`config.mk`:
```
export PLATFORM = sky130hd
export DESIGN_NAME = vga_console_flat
export DESIGN_NICKNAME = d
export VERILOG_FILES = /design/src/rtl/vga_console_pkg.sv /design/src/rtl/vga_console_if.sv /design/src/rtl/vga_console_sync_fifo.sv /design/src/rtl/vga_console.sv /design/src/flat_wrapper.sv
export SDC_FILE = /design/constraint.sdc
export NUM_CORES = 1
export LEC_CHECK = 0
export CAP_MARGIN = 0
export CORE_UTILIZATION = 66
export CTS_CLUSTER_DIAMETER = 200
export DETAILED_ROUTE_END_ITERATION = 6
export PLACE_DENSITY = 0.86
export SLEW_MARGIN = 0
export SYNTH_ARGS = -nofsm -noshare
export SYNTH_HDL_FRONTEND = slang
export SYNTH_SLANG_ARGS = --single-unit
```
`constraint.sdc`:
```
create_clock -name i_clk -period 10.5 [get_ports i_clk]
set_clock_uncertainty 0.05 [all_clocks]
set_input_delay 2.1 -clock i_clk [delete_from_list [all_inputs] [get_ports i_clk]]
set_output_delay 2.1 -clock i_clk [all_outputs]
set_load 0.005 [all_outputs]
```
`src/rtl/vga_console_pkg.sv`:
```
// vga_console_pkg: shared constants, control codes, FSM state type and the
// character-write payload used by the text console and its bench.
package vga_console_pkg;

  localparam int unsigned COLS_DEF = 80;
  localparam int unsigned ROWS_DEF = 25;
  localparam int unsigned CHAR_W   = 8;
  localparam int unsigned POS_W    = 11;

  localparam logic [CHAR_W-1:0] CH_LF    = 8'h0A;
  localparam logic [CHAR_W-1:0] CH_CR    = 8'h0D;
  localparam logic [CHAR_W-1:0] CH_BS    = 8'h08;
  localparam logic [CHAR_W-1:0] CH_FF    = 8'h0C;
  localparam logic [CHAR_W-1:0] CH_SPACE = 8'h20;

  typedef enum logic [1:0] {
    ST_IDLE,
    ST_PUT,
    ST_CLR_LINE,
    ST_CLR_ALL
  } state_e;

  // One write into the VGA character store.
  typedef struct packed {
    logic [CHAR_W-1:0] ch;
    logic [POS_W-1:0]  pos;
  } char_wr_t;

  // Printable ASCII range 0x20..0x7E.
  function automatic logic is_printable(input logic [CHAR_W-1:0] b);
    return (b >= 8'h20) && (b <= 8'h7E);
  endfunction

endpackage

```
`src/rtl/vga_console_if.sv`:
```
// vga_console_if: byte input handshake plus character-store write port,
// cursor readback and busy flag of the text console.
//   master: byte producer / bus side (drives in_char, in_valid)
//   slave : vga_console (drives everything else)
interface vga_console_if;

  logic [7:0]  in_char;
  logic        in_valid;
  logic        in_ready;
  logic [7:0]  write_char;
  logic [10:0] write_char_pos;
  logic        write_char_strobe;
  logic [10:0] cursor_pos;
  logic        busy;

  modport master (
    output in_char,
    output in_valid,
    input  in_ready,
    input  write_char,
    input  write_char_pos,
    input  write_char_strobe,
    input  cursor_pos,
    input  busy
  );

  modport slave (
    input  in_char,
    input  in_valid,
    output in_ready,
    output write_char,
    output write_char_pos,
    output write_char_strobe,
    output cursor_pos,
    output busy
  );

endinterface

```
`src/rtl/vga_console_sync_fifo.sv`:
```
// sync_fifo: single-clock first-word-fall-through FIFO, power-of-two depth.
//   i_clk, i_rst    : clock, synchronous active-high reset
//   i_push, i_wdata : write request (ignored while full), write data
//   o_ready         : registered not-full
//   i_pop           : read request (ignored while empty)
//   o_rdata         : head entry, valid while !o_empty
//   o_empty         : registered empty
//   o_count         : registered occupancy
module sync_fifo #(
  parameter int unsigned WIDTH = 8,
  parameter int unsigned DEPTH = 16
) (
  input  logic                       i_clk,
  input  logic                       i_rst,
  input  logic                       i_push,
  input  logic [WIDTH-1:0]           i_wdata,
  output logic                       o_ready,
  input  logic                       i_pop,
  output logic [WIDTH-1:0]           o_rdata,
  output logic                       o_empty,
  output logic [$clog2(DEPTH):0]     o_count
);

  localparam int unsigned AW = (DEPTH > 1) ? $clog2(DEPTH) : 1;
  localparam int unsigned CW = $clog2(DEPTH) + 1;

  logic [WIDTH-1:0] mem_q [DEPTH];
  logic [AW-1:0]    wr_ptr_q, wr_ptr_d;
  logic [AW-1:0]    rd_ptr_q, rd_ptr_d;
  logic [CW-1:0]    count_q, count_d;
  logic             ready_q, ready_d;
  logic             empty_q, empty_d;
  logic             push_ok, pop_ok;

  assign push_ok = i_push && ready_q;
  assign pop_ok  = i_pop && !empty_q;

  // Pointers wrap naturally because DEPTH is a power of two.
  always_comb begin
    wr_ptr_d = wr_ptr_q + AW'(push_ok);
    rd_ptr_d = rd_ptr_q + AW'(pop_ok);
    count_d  = count_q + CW'(push_ok) - CW'(pop_ok);
    ready_d  = (count_d != CW'(DEPTH));
    empty_d  = (count_d == '0);
  end

  always_ff @(posedge i_clk) begin
    if (i_rst) begin
      wr_ptr_q <= '0;
      rd_ptr_q <= '0;
      count_q  <= '0;
      ready_q  <= 1'b1;
      empty_q  <= 1'b1;
    end else begin
      wr_ptr_q <= wr_ptr_d;
      rd_ptr_q <= rd_ptr_d;
      count_q  <= count_d;
      ready_q  <= ready_d;
      empty_q  <= empty_d;
    end
  end

  // Storage carries no reset; contents are only read while non-empty.
  always_ff @(posedge i_clk) begin
    if (push_ok) begin
      mem_q[wr_ptr_q] <= i_wdata;
    end
  end

  assign o_rdata = mem_q[rd_ptr_q];
  assign o_ready = ready_q;
  assign o_empty = empty_q;
  assign o_count = count_q;

endmodule

```
`src/rtl/vga_console.sv`:
```
// vga_console: text console front end. Buffers incoming bytes, interprets
// printable characters and LF/CR/BS/FF, and emits single-cycle writes into a
// COLS x ROWS character store, including line and screen clears.
//   i_clk, i_rst : clock, synchronous active-high reset
//   bus (slave)  : in_char/in_valid/in_ready byte input; write_char,
//                  write_char_pos, write_char_strobe store port; cursor_pos
//                  readback; busy
module vga_console
  import vga_console_pkg::*;
#(
  parameter int unsigned COLS       = COLS_DEF,
  parameter int unsigned ROWS       = ROWS_DEF,
  parameter int unsigned FIFO_DEPTH = 16
) (
  input  logic        i_clk,
  input  logic        i_rst,
  vga_console_if.slave bus
);

  localparam int unsigned CW = $clog2(FIFO_DEPTH) + 1;

  localparam logic [POS_W-1:0] COLS_P   = POS_W'(COLS);
  localparam logic [POS_W-1:0] LAST_COL = POS_W'(COLS - 1);
  localparam logic [POS_W-1:0] LAST_ROW = POS_W'(ROWS - 1);
  localparam logic [POS_W-1:0] LAST_POS = POS_W'(COLS * ROWS - 1);

  state_e            state_q, state_d;
  logic [POS_W-1:0]  row_q, row_d;
  logic [POS_W-1:0]  col_q, col_d;
  logic [POS_W-1:0]  cursor_q, cursor_d;
  logic [CHAR_W-1:0] char_q, char_d;
  logic              bs_q, bs_d;
  logic [POS_W-1:0]  clr_q, clr_d;
  logic [POS_W-1:0]  clr_end_q, clr_end_d;
  char_wr_t          wr_q, wr_d;
  logic              strobe_q, strobe_d;
  logic              busy_q, busy_d;

  logic              fifo_ready;
  logic              fifo_empty;
  logic [CHAR_W-1:0] fifo_rdata;
  logic [CW-1:0]     fifo_count;
  logic              fifo_push;
  logic              fifo_pop;
  logic [CW-1:0]     occ_next;
  logic [POS_W-1:0]  row_adv;
  logic [POS_W-1:0]  line_base;

  assign fifo_push = bus.in_valid && fifo_ready;

  sync_fifo #(
    .WIDTH (CHAR_W),
    .DEPTH (FIFO_DEPTH)
  ) u_fifo (
    .i_clk   (i_clk),
    .i_rst   (i_rst),
    .i_push  (bus.in_valid),
    .i_wdata (bus.in_char),
    .o_ready (fifo_ready),
    .i_pop   (fifo_pop),
    .o_rdata (fifo_rdata),
    .o_empty (fifo_empty),
    .o_count (fifo_count)
  );

  // Decode, cursor movement and store writes.
  always_comb begin
    state_d   = state_q;
    row_d     = row_q;
    col_d     = col_q;
    char_d    = char_q;
    bs_d      = bs_q;
    clr_d     = clr_q;
    clr_end_d = clr_end_q;
    wr_d      = wr_q;
    strobe_d  = 1'b0;
    fifo_pop  = 1'b0;

    // Next row with wrap, and the first position of that row.
    row_adv   = (row_q == LAST_ROW) ? '0 : row_q + POS_W'(1);
    line_base = row_adv * COLS_P;

    unique case (state_q)
      ST_IDLE: begin
        if (!fifo_empty) begin
          fifo_pop = 1'b1;
          if (is_printable(fifo_rdata)) begin
            char_d  = fifo_rdata;
            bs_d    = 1'b0;
            state_d = ST_PUT;
          end else if (fifo_rdata == CH_LF) begin
            col_d     = '0;
            row_d     = row_adv;
            clr_d     = line_base;
            clr_end_d = line_base + LAST_COL;
            state_d   = ST_CLR_LINE;
          end else if (fifo_rdata == CH_CR) begin
            col_d = '0;
          end else if ((fifo_rdata == CH_BS) && (col_q != '0)) begin
            char_d  = CH_SPACE;
            bs_d    = 1'b1;
            state_d = ST_PUT;
          end else if (fifo_rdata == CH_FF) begin
            row_d     = '0;
            col_d     = '0;
            clr_d     = '0;
            clr_end_d = LAST_POS;
            state_d   = ST_CLR_ALL;
          end
        end
      end

      // Backspace moves left first and blanks the new cell; a printable
      // character writes at the cursor and then advances, wrapping the line.
      ST_PUT: begin
        strobe_d = 1'b1;
        wr_d.ch  = char_q;
        state_d  = ST_IDLE;
        if (bs_q) begin
          wr_d.pos = cursor_q - POS_W'(1);
          col_d    = col_q - POS_W'(1);
        end else begin
          wr_d.pos = cursor_q;
          if (col_q == LAST_COL) begin
            col_d     = '0;
            row_d     = row_adv;
            clr_d     = line_base;
            clr_end_d = line_base + LAST_COL;
            state_d   = ST_CLR_LINE;
          end else begin
            col_d = col_q + POS_W'(1);
          end
        end
      end

      // Blank one cell per cycle; the counter halts on the final position.
      ST_CLR_LINE, ST_CLR_ALL: begin
        strobe_d = 1'b1;
        wr_d.ch  = CH_SPACE;
        wr_d.pos = clr_q;
        if (clr_q == clr_end_q) begin
          state_d = ST_IDLE;
        end else begin
          clr_d = clr_q + POS_W'(1);
        end
      end

      default: begin
        state_d = ST_IDLE;
      end
    endcase

    cursor_d = row_d * COLS_P + col_d;
    occ_next = fifo_count + CW'(fifo_push) - CW'(fifo_pop);
    busy_d   = (state_d != ST_IDLE) || (occ_next != '0);
  end

  always_ff @(posedge i_clk) begin
    if (i_rst) begin
      state_q   <= ST_IDLE;
      row_q     <= '0;
      col_q     <= '0;
      cursor_q  <= '0;
      char_q    <= '0;
      bs_q      <= 1'b0;
      clr_q     <= '0;
      clr_end_q <= '0;
      wr_q      <= '0;
      strobe_q  <= 1'b0;
      busy_q    <= 1'b0;
    end else begin
      state_q   <= state_d;
      row_q     <= row_d;
      col_q     <= col_d;
      cursor_q  <= cursor_d;
      char_q    <= char_d;
      bs_q      <= bs_d;
      clr_q     <= clr_d;
      clr_end_q <= clr_end_d;
      wr_q      <= wr_d;
      strobe_q  <= strobe_d;
      busy_q    <= busy_d;
    end
  end

  assign bus.in_ready          = fifo_ready;
  assign bus.write_char        = wr_q.ch;
  assign bus.write_char_pos    = wr_q.pos;
  assign bus.write_char_strobe = strobe_q;
  assign bus.cursor_pos        = cursor_q;
  assign bus.busy              = busy_q;

endmodule

```
`src/flat_wrapper.sv`:
```
// flat-port wrapper written by rule: the top's interface ports become plain ports
module vga_console_flat import vga_console_pkg::*;
#(
  parameter int unsigned COLS       = COLS_DEF,
  parameter int unsigned ROWS       = ROWS_DEF,
  parameter int unsigned FIFO_DEPTH = 16
)
  (i_clk, i_rst, bus_in_char, bus_in_valid, bus_in_ready, bus_write_char, bus_write_char_pos, bus_write_char_strobe, bus_cursor_pos, bus_busy);
  vga_console_if bus_i ();
  input  logic i_clk;
  input  logic i_rst;
  input wire logic [$bits(bus_i.in_char)-1:0] bus_in_char;
  input wire logic [$bits(bus_i.in_valid)-1:0] bus_in_valid;
  output wire logic [$bits(bus_i.in_ready)-1:0] bus_in_ready;
  output wire logic [$bits(bus_i.write_char)-1:0] bus_write_char;
  output wire logic [$bits(bus_i.write_char_pos)-1:0] bus_write_char_pos;
  output wire logic [$bits(bus_i.write_char_strobe)-1:0] bus_write_char_strobe;
  output wire logic [$bits(bus_i.cursor_pos)-1:0] bus_cursor_pos;
  output wire logic [$bits(bus_i.busy)-1:0] bus_busy;
  assign bus_i.in_char = bus_in_char;
  assign bus_i.in_valid = bus_in_valid;
  assign bus_in_ready = bus_i.in_ready;
  assign bus_write_char = bus_i.write_char;
  assign bus_write_char_pos = bus_i.write_char_pos;
  assign bus_write_char_strobe = bus_i.write_char_strobe;
  assign bus_cursor_pos = bus_i.cursor_pos;
  assign bus_busy = bus_i.busy;
  vga_console #(.COLS(COLS), .ROWS(ROWS), .FIFO_DEPTH(FIFO_DEPTH)) u_core (.i_clk(i_clk), .i_rst(i_rst), .bus(bus_i));
endmodule
```
# Word level (Yosys, flattened, before mapping)
# Memories as Yosys holds them, arrays and structs flattened. A register that Yosys moved wholly into a read port is not among the register bits.
# Cells that the tools add are included.
# W data, S select, Z words.
# totals
n_memories,1
mem_bits_rw,128
regBits,102
elab_cells,139
out_inout_bits,33
# mem_list
name,words,width,read_ports,rd_clocked_by_memory_dff,write_ports,line,text
u_core.u_fifo.mem_q,16,8,1,1,1,vga_console_sync_fifo.sv:27,logic [WIDTH-1:0] mem_q [DEPTH];
# classes
n_mul,2
add_sub_neg,12
n_reduce_logical,19
n_eq_ne,21
bitwise_logic,1
magnitude_cmp,2
mux,64
# op_table
op,count
$mux W11,35
$pmux W11 S2,3
$pmux W19 S2,1
$add A11 B1 Y11 const B,3
$pmux W11 S3,1
$eq A8 B4 Y1 const B,4
$mux W8,4
$mul A11 B3 Y7 const B,2
$sub A11 B1 Y11 const B,2
$mux W2,9
$reduce_and A8 Y1,2
$add A11 B11 Y11,1
$add A11 B7 Y11 const B,1
$eq A11 B11 Y1,1
$eq A11 B5 Y1 const B,1
$eq A11 B7 Y1 const B,1
$reduce_bool A11 Y1,1
$sub A5 B1 Y5,2
$mux W1,9
$add A4 B1 Y4,2
$ge A8 B6 Y1 const B,1
$le A8 B7 Y1 const B,1
$ne A2 B2 Y1 const B,4
$reduce_bool A2 Y1,4
19 further kinds,26

# Longest topological paths before layout
# depth
ltp_word,10
mapped_depth,25
ltp_nobuf,22

# By module
# From an unflattened synthesis, not the netlist that was laid out.
# hier_totals
cells_unflattened,925
area_unflattened_um2,10765.3
# by_module_without_submodules
module,area_per_inst_um2,n_inst,cells_per_inst,seq_area_each_um2
sync_fifo,5645.4,1,290,4144.0
vga_console,5119.9,1,635,1601.5

# Least setup slack after synthesis
# No wires, ideal clock.
# synth_timing
path_kind,register to register
start,reg u_core.u_fifo.rd_ptr_q[0] (netlist name)
end,"reg u_core.cursor_q[10], in the netlist u_core.bus.cursor_pos[10]"
n_path_buf,3
arrival_ns,6.115
path_stages_with_launch,24
period_less_slack_ns,6.230
setup_slack_ns,4.270
path_cell_list,dfxtp_1 buf_6 buf_12 buf_12 mux4_1 a22oi_1 nand2_1 or3_4 or3_4 or4_4 a211o_1 a32o_1 ha_1 inv_1 fa_1 xnor2_1 ha_1 a21o_1 or3_1 and4_1 a2111oi_0 nand3_1 xnor3_1 nor2_1
# synth_lines
item,line,text
to (signal assigned),vga_console.sv:175,cursor_q <= cursor_d;
to (decl),vga_console.sv:30,"logic [POS_W-1:0] cursor_q, cursor_d;"

==> impl_metrics.yaml <==
outcome:
  outcome: "finished, final reports clean"
finish:
  layout_common_cells: "edfxtp_1 (128), nor2_1 (116), dfxtp_1 (93), a21oi_1 (55), nand2_1 (45)"
  final_cells: 1189
  area_growth_pct: 12.1
  layout_commonest_cell: "edfxtp_1"
  antenna_cells: 0
  final_layout_size_suffix_gt1_share_pct: 7.71
  fin_util_pct: 75.4
  final_area_um2: 11900
  finalNetCount: 1005
clock_network:
  clock_sinks: 223
  ctsHoldBuffers: 0
  cts-resized-gates: 0
  clockBufferDepth: 3
  path_clk_slew_ns: 0.06
  htree_levels: 1
  clockRootBuffer: "clkbuf_16"
  tritoncts: "yes"
  post-cts-setup-buffers: 0
  cts-buffers-inserted: 23
  clock_latency_ns: 0.51
global_route:
  grtUsageTotal_pct: 30.4
  grt_start_max_net_pins: 91
  first_global_vias: 7250
  antenna_found_initial: 0
  grt_use_met1_pct: 36.1
  grt-busiest-layer: "met2"
  grt_overflow: 0
  grt_pass1_wl_um: 38200
  use_met2_pct: 53.4
  met3_usage_pct: 4.95
logic_synthesis:
  synth.net_count: 976
  synth_warnings: 0
  synth_top_area_cell: "edfxtp_1"
  synth_top_area_share_pct: 36.1
  synth.top_cells.by_area: "edfxtp_1 (36%), dfxtp_1 (18%), mux4_1 (4.2%), ha_1 (4.1%), nor2_1 (4.1%)"
  syn_inst: 927
  ys_ff_latch: 223
  synth-seq-area-share_pct: 54.0
  ys_types: 72
  synth_ff_type: "edfxtp_1"
  synthArstFlopShare_pct: 0
  syn_area_um2: 10600
  syn_avg_cell_area_um2: 11.5
  synth_edf_count: 128
setup_path:
  cpMaxStageDelayCell: "mux4_1"
  worst_setup_path_end_kind: "flop"
  path_cells: "buf_4, mux4_1, a22oi_1, nand2_1, or3_1, or3_4, or4_4, a211o_1, a32o_1, ha_1, inv_1, fa_1, xnor2_1, ha_1, a21o_1, or3_1, and4_1, a2111oi_0, nand3_1, xnor3_1, nor2_1"
  cp.required_ns: 10.88
  cp_top_family: "simple AND/OR/NAND/NOR gates"
  worstPathMaxFanout: 35
  crit_type: "flop to flop"
  arrival_ns: 7.37
  slowest_delay_ns: 0.63
  worstPathBufferInverterCount: 2
  start_kind: "flop"
drt:
  vias: 7570
  first_pass_iters: 6
  post_drt_wl_per_cell_um: 20.6
  drt-total-wl_um: 24500
  drc: 0
  viasPerCell: 6.37
  antenna_left: 0
  drt_iter0_drc: 610
die:
  die_height_um: 129
  core_um2: 15800
  io_pins: 44
  start_util_pct: 67.2
  die_area_um2: 16600
  num_rows: 46
  die_x_um: 129
power:
  powerDensity_nw_per_um2: 201
  leakagePower_nw: 4.22
  ir_worst_vdd_mv: 0.229
  power_mw: 2.39
placed_design:
  place_inst: 1147
  hpwl_um: 16200
  place_ws_ns: 3.61
  portBuffers: 43
  post_dp_cell_area_um2: 11200
  gp_congestion: 0.914
timing:
  fin_crit_sh_pct: 66.6
  hold_violations: 0
  timing.hold.ws_ns: 0.434
  min_period_ns: 7.00
  max_slew.worst_pin.slew_ns: 1.02
  fin_tns_setup_ns: 0
  drv_slew: 0
  max-slew-margin-rel_pct: 31.8
  max_freq_mhz: 143
  worst_slack_ns: 3.50
  rsz0062_at_grt: "no"
  setup_viol: 0
hold_path:
  min_path_type: "flop to flop"
run:
  maxCapViolCount: 0
[path summary, 6_finish.rpt]
kind	end	cells past startpoint	startpoint	slack [ns]
worst max-delay path	u_core.bus.cursor_pos[10]	21	u_core.u_fifo.rd_ptr_q[0]	3.50
worst min-delay path	u_core.clr_end_q[4]	2	u_core.clr_end_q[4]	0.43
worst max register to register	u_core.bus.cursor_pos[10]	21	u_core.u_fifo.rd_ptr_q[0]	3.50
worst min register to register	u_core.clr_end_q[4]	2	u_core.clr_end_q[4]	0.43
[tightest hold or removal path, stage by stage (launching register included)]
cell,delay [ns]
dfxtp_1,0.32
nand2_1,0.06
a21oi_1,0.06
[final cells by class]
type | instances | area [µm²]
timing repair buffer | 53 | 500
multi-input combinational | 623 | 4530
fill | 1024 | 3890
sequential | 223 | 5750
inverter | 32 | 120
clock buffer | 34 | 689
clock inverter | 8 | 75.1
tap | 216 | 270
[layer usage]
| metal | part of all wire, % | vias to the layer above | wire (µm) |
|---|---|---|---|
| li1 | - | 3500 | - |
| met1 | 38 | 3631 | 9330 |
| met2 | 51 | 352 | 12500 |
| met3 | 6.2 | 87 | 1510 |
| met4 | 4.7 | 0 | 1150 |
| met5 | 0 | - | 0 |
[cell usage after synthesis, types with 4 or more instances]
cell type  instances
edfxtp_1         128
a31oi_1            4
o22ai_1            4
nor3_1            36
xnor2_1           36
nor4_1             7
o21ai_0           21
and3_1             9
a21o_1             9
xor2_1            10
or4_1              4
nor3b_1            5
mux4_1            17
nand2b_1          10
ha_1              35
dfxtp_1           95
buf_2              5
nor2b_1           24
or2_2              5
buf_1              5
a211oi_1          17
a21oi_1           55
inv_1             31
nand3_1           23
nand2_1           45
buf_4              4
mux4_2            13
and2_1             5
nor2_1           116
a221oi_1           5
nand4_1            7
or3_1             13
a22oi_1           18
a311oi_1           5
mux2i_1           15
clkbuf_1          32
[report_power, final]
group | total [mW] | switching (mW) | internal, mW
registers | 1.03 | 0.0492 | 0.984
logic | 0.548 | 0.313 | 0.235
clock network | 0.813 | 0.331 | 0.482
[flip-flops by register name, indices dropped and copies added, names as in the netlist, 7 cells and up, named ones only]
register                   flops
u_core.bus.cursor_pos          7
u_core.bus.write_char          8
u_core.bus.write_char_pos     11
u_core.char_q                  8
u_core.clr_end_q               8
u_core.clr_q                  11
u_core.col_q                   7
u_core.row_q                   7
u_core.u_fifo.mem_q          128
[cells by family after synthesis]
logic type / Yosys count / synth area share, %
AOI/OAI and AO/OA: 166 / 10.2
xor gates and xnor gates: 47 / 4.00
adders and majority gates: 38 / 4.68
buffers and inverters: 81 / 3.43
DFF: 223 / 54.0
muxes: 45 / 8.36
and+or+nand+nor: 327 / 15.4
No activity file was read; power rests on OpenSTA's default activity.
